## config.mk

```make
export PLATFORM = sky130hd
export DESIGN_NAME = serial_subtractor
export DESIGN_NICKNAME = d
export VERILOG_FILES = /design/src/rtl/subtractor_pkg.sv /design/src/rtl/full_subtractor.sv /design/src/rtl/serial_subtractor.sv
export SDC_FILE = /design/constraint.sdc
export NUM_CORES = 1
export LEC_CHECK = 0
export BUFFER_PORTS_ARGS = -buffer_cell sky130_fd_sc_hd__buf_2
export CORE_MARGIN = 1.5
export CORE_UTILIZATION = 53
export CTS_CLUSTER_DIAMETER = 120
export DETAILED_ROUTE_END_ITERATION = 8
export PLACE_DENSITY = 0.77
export SYNTH_ARGS = -nofsm -noshare
export SYNTH_HDL_FRONTEND = slang
export SYNTH_HIERARCHICAL = 1
export SYNTH_SLANG_ARGS = --single-unit
```

## constraint.sdc

```tcl
create_clock -name clk -period 1.8 [get_ports clk]
set_input_delay 0.27 -clock clk [delete_from_list [all_inputs] [get_ports clk]]
set_output_delay 0.27 -clock clk [all_outputs]
set_load 0.005 [all_outputs]
```

## src/rtl/subtractor_pkg.sv

```systemverilog
// Shared types and constants for the bit-serial subtractor.
// The optional signed-overflow output is enabled with SUB_SIGNED_OVF_EN.
package subtractor_pkg;

    typedef enum logic [1:0] {
        IDLE = 2'd0,
        BUSY = 2'd1,
        DONE = 2'd2
    } sub_state_t;

    localparam int SUB_DEFAULT_WIDTH = 5;

    // Bit counter width; never narrower than one bit.
    function automatic int cnt_width(input int width);
        return (width <= 2) ? 1 : $clog2(width);
    endfunction

endpackage

```

## src/rtl/full_subtractor.sv

```systemverilog
// Combinational 1-bit full subtractor cell: d = a - b - bin.
module full_subtractor (
    input  logic a,
    input  logic b,
    input  logic bin,
    output logic d,
    output logic bout
);

    assign d    = a ^ b ^ bin;
    assign bout = (~a & b) | (~(a ^ b) & bin);

endmodule

```

## src/rtl/serial_subtractor.sv

```systemverilog
// Bit-serial unsigned subtractor, LSB first, one bit per clock, valid/ready on both sides.
// Define SUB_SIGNED_OVF_EN to add the registered signed-overflow output ovf.
module serial_subtractor
    import subtractor_pkg::*;
#(
    parameter int WIDTH = SUB_DEFAULT_WIDTH
) (
    input  logic             clk,
    input  logic             rst_n,
    input  logic             in_valid,
    output logic             in_ready,
    input  logic [WIDTH-1:0] a,
    input  logic [WIDTH-1:0] b,
    output logic             out_valid,
    input  logic             out_ready,
    output logic [WIDTH-1:0] diff,
    output logic             bout
`ifdef SUB_SIGNED_OVF_EN
    ,
    output logic             ovf
`endif
);

    localparam int CW = cnt_width(WIDTH);

    sub_state_t       state_q, state_d;
    logic [WIDTH-1:0] a_sr_q, a_sr_d;
    logic [WIDTH-1:0] b_sr_q, b_sr_d;
    logic [WIDTH-2:0] res_sr_q, res_sr_d;
    logic [WIDTH-1:0] diff_q, diff_d;
    logic             br_q, br_d;
    logic             bout_q, bout_d;
    logic [CW-1:0]    cnt_q, cnt_d;
`ifdef SUB_SIGNED_OVF_EN
    logic             ovf_q, ovf_d;
`endif

    logic             d_bit;
    logic             br_next;
    logic [WIDTH-1:0] res_shift;
    logic             last_step;

    full_subtractor u_fs (
        .a    (a_sr_q[0]),
        .b    (b_sr_q[0]),
        .bin  (br_q),
        .d    (d_bit),
        .bout (br_next)
    );

    // Partial result accumulates in res_sr; diff_q only updates on the final step
    // so the visible result stays stable while the next operation is in flight.
    assign res_shift = {d_bit, res_sr_q};
    assign last_step = (cnt_q == CW'(WIDTH - 1));

    always_comb begin
        state_d  = state_q;
        a_sr_d   = a_sr_q;
        b_sr_d   = b_sr_q;
        res_sr_d = res_sr_q;
        diff_d   = diff_q;
        br_d     = br_q;
        bout_d   = bout_q;
        cnt_d    = cnt_q;
`ifdef SUB_SIGNED_OVF_EN
        ovf_d    = ovf_q;
`endif
        case (state_q)
            IDLE: begin
                if (in_valid) begin
                    a_sr_d  = a;
                    b_sr_d  = b;
                    br_d    = 1'b0;
                    cnt_d   = '0;
                    state_d = BUSY;
                end
            end
            BUSY: begin
                a_sr_d   = a_sr_q >> 1;
                b_sr_d   = b_sr_q >> 1;
                br_d     = br_next;
                res_sr_d = res_shift[WIDTH-1:1];
                cnt_d    = cnt_q + 1'b1;
                if (last_step) begin
                    diff_d  = res_shift;
                    bout_d  = br_next;
`ifdef SUB_SIGNED_OVF_EN
                    // On the last step the shifter LSBs are the original operand MSBs.
                    ovf_d   = (a_sr_q[0] != b_sr_q[0]) && (d_bit != a_sr_q[0]);
`endif
                    state_d = DONE;
                end
            end
            DONE: begin
                if (out_ready) state_d = IDLE;
            end
            default: state_d = IDLE;
        endcase
    end

    always_ff @(posedge clk or negedge rst_n) begin
        if (!rst_n) begin
            state_q  <= IDLE;
            a_sr_q   <= '0;
            b_sr_q   <= '0;
            res_sr_q <= '0;
            diff_q   <= '0;
            br_q     <= 1'b0;
            bout_q   <= 1'b0;
            cnt_q    <= '0;
`ifdef SUB_SIGNED_OVF_EN
            ovf_q    <= 1'b0;
`endif
        end else begin
            state_q  <= state_d;
            a_sr_q   <= a_sr_d;
            b_sr_q   <= b_sr_d;
            res_sr_q <= res_sr_d;
            diff_q   <= diff_d;
            br_q     <= br_d;
            bout_q   <= bout_d;
            cnt_q    <= cnt_d;
`ifdef SUB_SIGNED_OVF_EN
            ovf_q    <= ovf_d;
`endif
        end
    end

    assign in_ready  = (state_q == IDLE);
    assign out_valid = (state_q == DONE);
    assign diff      = diff_q;
    assign bout      = bout_q;
`ifdef SUB_SIGNED_OVF_EN
    assign ovf       = ovf_q;
`endif

endmodule

```

* Word-level counts from Yosys, hierarchy flattened
Index checks and enable logic that the tools add are counted.
Storage, ports and cells: word-level logic and storage cells 39, flip-flop bits (word level) 26
Cells by class: mux-type cells 12, reductions and logical operators 5, equal/unequal tests 6, bitwise operators 7, add/subtract/negate cells 1
Operator list (number):
- one-hot mux 5 bit (2 select lines) | 2
- two-way mux 5 bit | 2
- two-way mux 2 bit | 3
- one-hot mux 2 bit (3 select lines) | 1
- one-hot mux 3 bit (2 select lines) | 1
- inequality test 2 bit, second input constant | 2
- AND reduction 2 bit | 2
- adder 3 x 1 -> 3 bit, second input constant | 1
- equality test 3 bit, second input constant | 1
- two-way mux 3 bit | 1
- AND reduction 3 bit | 1
- AND 1 bit | 2
- equality test 2 x 1 -> 1 bit, second input constant | 1
- equality test 2 bit, second input constant | 1
- zero test 2 bit | 1
- inequality test 2 x 1 -> 1 bit, second input constant | 1
- NOT 1 bit | 2
- one-hot mux 1 bit (2 select lines) | 1
- nonzero test 2 bit | 1
- bitwise XOR 1 bit | 2
- two-way mux 1 bit | 1
- bitwise OR 1 bit | 1

* Longest topological paths before layout
depth after elaboration 5, gate-level depth with buffers 5, depth with buffers taken out 4

* Hierarchy
Netlist, hierarchy kept.
By module, submodules not included:
- serial_subtractor | instances 1, cells an instance 103, area each 1173.6 µm², sequential area each 650.6 µm²
- full_subtractor | instances 1, cells an instance 4, area each 31.3 µm², sequential area each 0.0 µm²

* Worst setup path after synthesis
No wires, ideal clock.
path type register -> register, start point register state_q[1], end point register diff_q[4], in the netlist diff[4], clock period less this slack 1.285 ns, data arrival time 1.160 ns, required time 1.675 ns, slack 0.515 ns, stages on the path, launching flop included 6, path through dfrtp_1 > buf_2 > nor2b_4 > buf_6 > nand3_4 > mux2_4
Between the ends: longest elaborated chain between the ends 2
RTL lines:
- start: declaration | RTL line serial_subtractor.sv:26 | sub_state_t state_q, state_d;
- start signal: assignment | RTL line serial_subtractor.sv:115 | state_q <= state_d;
- equality test 2 x 1 -> 1 bit | RTL line serial_subtractor.sv:68 | case (state_q)
- AND reduction 2 bit (no source line)
- end signal: assignment | RTL line serial_subtractor.sv:119 | diff_q <= diff_d;
- end: declaration | RTL line serial_subtractor.sv:30 | logic [WIDTH-1:0] diff_q, diff_d;
Every way passes these cells. A chain may end at the register's enable or synchronous reset.

* Final worst setup path
start point register state_q[0], end point output in_ready
Between the ends: longest elaborated chain between the ends 1
RTL lines:
- zero test 2 bit | RTL line serial_subtractor.sv:129 | assign in_ready = (state_q == IDLE);
- end: declaration | RTL line serial_subtractor.sv:11 | output logic in_ready,
Every way passes these cells.

==> impl_metrics.json <==
{
  "drive_gt1_frac": 0.289,
  "ys_top_cells_by_area": "dfrtp_1, mux2_4, nand2_1, o32ai_1, nor2_1",
  "drt-total-wl_mm": 2.15,
  "ys_seq_area_frac": 0.540,
  "die_x_um": 50.7,
  "synth_fp_nets": 124,
  "rsz0062_at_grt": "false",
  "dp_cells": 152,
  "drtIter0Drc": 14,
  "grt_start_max_net_pins": 27,
  "cp_top_family": "flip-flops",
  "required_ns": 1.53,
  "path_cells": "buf_4, nor2_1, buf_2",
  "postSynthCellCount": 107,
  "status": "completed",
  "dr.pass1.iters": 4,
  "route.detailed.wl_per_inst_um": 13.8,
  "period_needed_ns": 1.64,
  "ys_types": 26,
  "n_antenna_cell": 0,
  "slew_viol_final": 0,
  "avgSynthCellArea_um2": 11.3,
  "final_core_util": 0.623,
  "worstPathArrival_ns": 1.37,
  "max_stage_delay_ns": 0.49,
  "cts_setup_buffers": 0,
  "track_usage": 0.194,
  "endpoint_kind": "output port",
  "netlist_area_mm2": 0.00120,
  "crit_type": "reg -> out",
  "p_leak_nw": 0.667,
  "ir_drop_mv": 0.902,
  "gp_congestion": 0.905,
  "drc": 0,
  "die_area_mm2": 0.00257,
  "layoutNonFillerInstCount": 156,
  "clk_pin_slew_worst_paths_ns": 0.13,
  "relSlewSlack": 0.629,
  "yosys_warnings": 6,
  "dr_total_vias": 851,
  "whs_ns": 0.167,
  "die_h_um": 50.7,
  "fin_tns_setup_ns": 0,
  "port-buffer-count": 21,
  "setup.worst_path.start_class": "flip-flop",
  "antenna_found_initial": 0,
  "hold_class": "in -> reg",
  "grt_pass1_vias": 843,
  "start_util": 0.555,
  "finalSetupViolations": 0,
  "grt_pass1_wl_mm": 3.72,
  "cts_root_buf": "clkbuf_4",
  "clk_latency_ns": 0.31,
  "clock_path_buffers": 2,
  "crit_path_top_delay_cell": "dfrtp_1",
  "ys_seq_elements": 26,
  "grt-ovfl-total": 0,
  "yosysTopAreaCell": "dfrtp_1",
  "n_fill_cell": 201,
  "viasPerCell": 5.46,
  "fmax_ghz": 0.609,
  "maxCapViolCount": 0,
  "fin_crit_sh": 0.912,
  "cp_num_buf_inv": 2,
  "yosys.area.top_type_share": 0.540,
  "cts_hold_buf": 1,
  "cts_sinks": 26,
  "cts_tree": "built",
  "num_io_pins": 22,
  "worstMarginPinSlew_ns": 0.556,
  "crit_path_max_fanout": 9,
  "dp_hpwl_mm": 1.61,
  "nets": 147,
  "cts-htree-levels": 1,
  "power.density_mw_per_mm2": 1700,
  "fin_skew_ns": 0.00239,
  "row_count": 17,
  "ant_nets": 0,
  "cts_resized": 0,
  "core_area_mm2": 0.00217,
  "hold_viol_final": 0,
  "areaGrowthSynthToFinish_pct": 12.3,
  "numCtsBuffers": 3
}
-- sequential cells by signal (all words and copies together) (netlist names) --
signal and cells:
br_q 1, res_sr_q 4, cnt_q 3, b_sr_q 5, bout 1, diff 5, state_q 2, a_sr_q 5
-- area by class of cell --
cell class / instances / area [µm²] / area share
Sequential cell: 26 / 651 / 0.481
Multi-Input combinational cell: 70 / 499 / 0.369
Timing Repair Buffer: 23 / 123 / 0.0907
Tap cell: 28 / 35.0 / 0.0259
Clock buffer: 3 / 22.5 / 0.0167
Inverter: 6 / 22.5 / 0.0167
-- placed cells by master (no fill, tap or decap), types with 2 or more instances in the layout --
cell type	count
buf_2	21
clkbuf_4	3
dfrtp_1	26
ha_1	2
inv_1	6
mux2_4	6
nand2_1	18
nand2b_1	3
nand3b_1	3
nor2_1	9
o21ai_0	6
o221a_2	3
o22ai_1	5
o32ai_1	5
-- worst paths after layout --
path | startpoint | end | slack, ns | cells past startpoint
setup / recovery | state_q[0]$_DFFE_PN0P_ | in_ready | 0.16 | 3
hold / removal | out_ready | state_q[1]$_DFFE_PN0P_ | 0.17 | 2
setup reg to reg | state_q[0]$_DFFE_PN0P_ | bout$_DFFE_PN0P_ | 0.35 | 3
hold reg to reg | res_sr_q[0]$_DFFE_PN0P_ | res_sr_q[0]$_DFFE_PN0P_ | 0.49 | 2
max in group asynchronous | rst_n | state_q[1]$_DFFE_PN0P_ | 0.97 | 2
min in group asynchronous | rst_n | cnt_q[2]$_DFFE_PN0P_ | 0.46 | 2
-- cells in the mapped netlist --
master,instances
a22o_1,1
fa_1,1
buf_6,1
nor2b_4,1
buf_2,2
o22ai_1,5
o32ai_1,5
clkbuf_1,1
nor2_1,9
o31ai_1,1
or2_2,1
a31oi_1,1
ha_1,2
o221ai_1,1
nand2_1,18
dfrtp_1,26
inv_1,6
nand3_4,1
nand3b_1,3
o21ai_0,6
o21bai_1,1
mux2_4,6
buf_4,1
o221a_2,3
nor2b_1,1
nand2b_1,3
-- stage by stage --
stage               total power [W]  setup WS [ns]  area (µm²)
floorplan                   0.00184          0.515        1200
global placement            0.00203          0.416        1320
detailed placement          0.00209          0.368        1320
CTS                         0.00232          0.153        1350
global route                0.00250         0.0459        1350
finish                      0.00230          0.159        1350
-- where the power goes --
group / total, W / switching (W) / internal (W) / leakage (nW)
sequential: 0.00107 / 0.000218 / 0.000856 / 0.320
combinational: 0.000988 / 0.000492 / 0.000496 / 0.333
clock: 0.000237 / 0.000159 / 0.0000782 / 0.0138
total: 0.00230 / 0.000869 / 0.00143 / 0.667
-- per-layer routing --
layer,wire length [µm],track usage,up-vias,part of all wire
li1,-,-,424,-
met1,1050,0.263,409,0.49
met2,1030,0.298,16,0.48
met3,67,0.0327,2,0.031
met4,8,0.0991,0,0.0037
met5,0,0,-,0
-- logic make-up (layout without fill, tap and decap cells) --
| group | count (synthesis) | after routing | share of synthesized area |
|---|---|---|---|
| simple gates | 37 | 37 | 0.155 |
| flops | 26 | 26 | 0.540 |
| compound gates | 24 | 24 | 0.147 |
| buf+inv | 11 | 32 | 0.0457 |
| mux | 6 | 6 | 0.0748 |
| fa+ha+maj | 3 | 3 | 0.0374 |
-- worst register-to-register path: cells and delay by family, from the launching register on --
kind | cells | cell delay (ns)
flops | 1 | 0.52
simple gates | 2 | 0.49
mux | 1 | 0.34
Note: power is estimated with default switching activity, not from simulation.
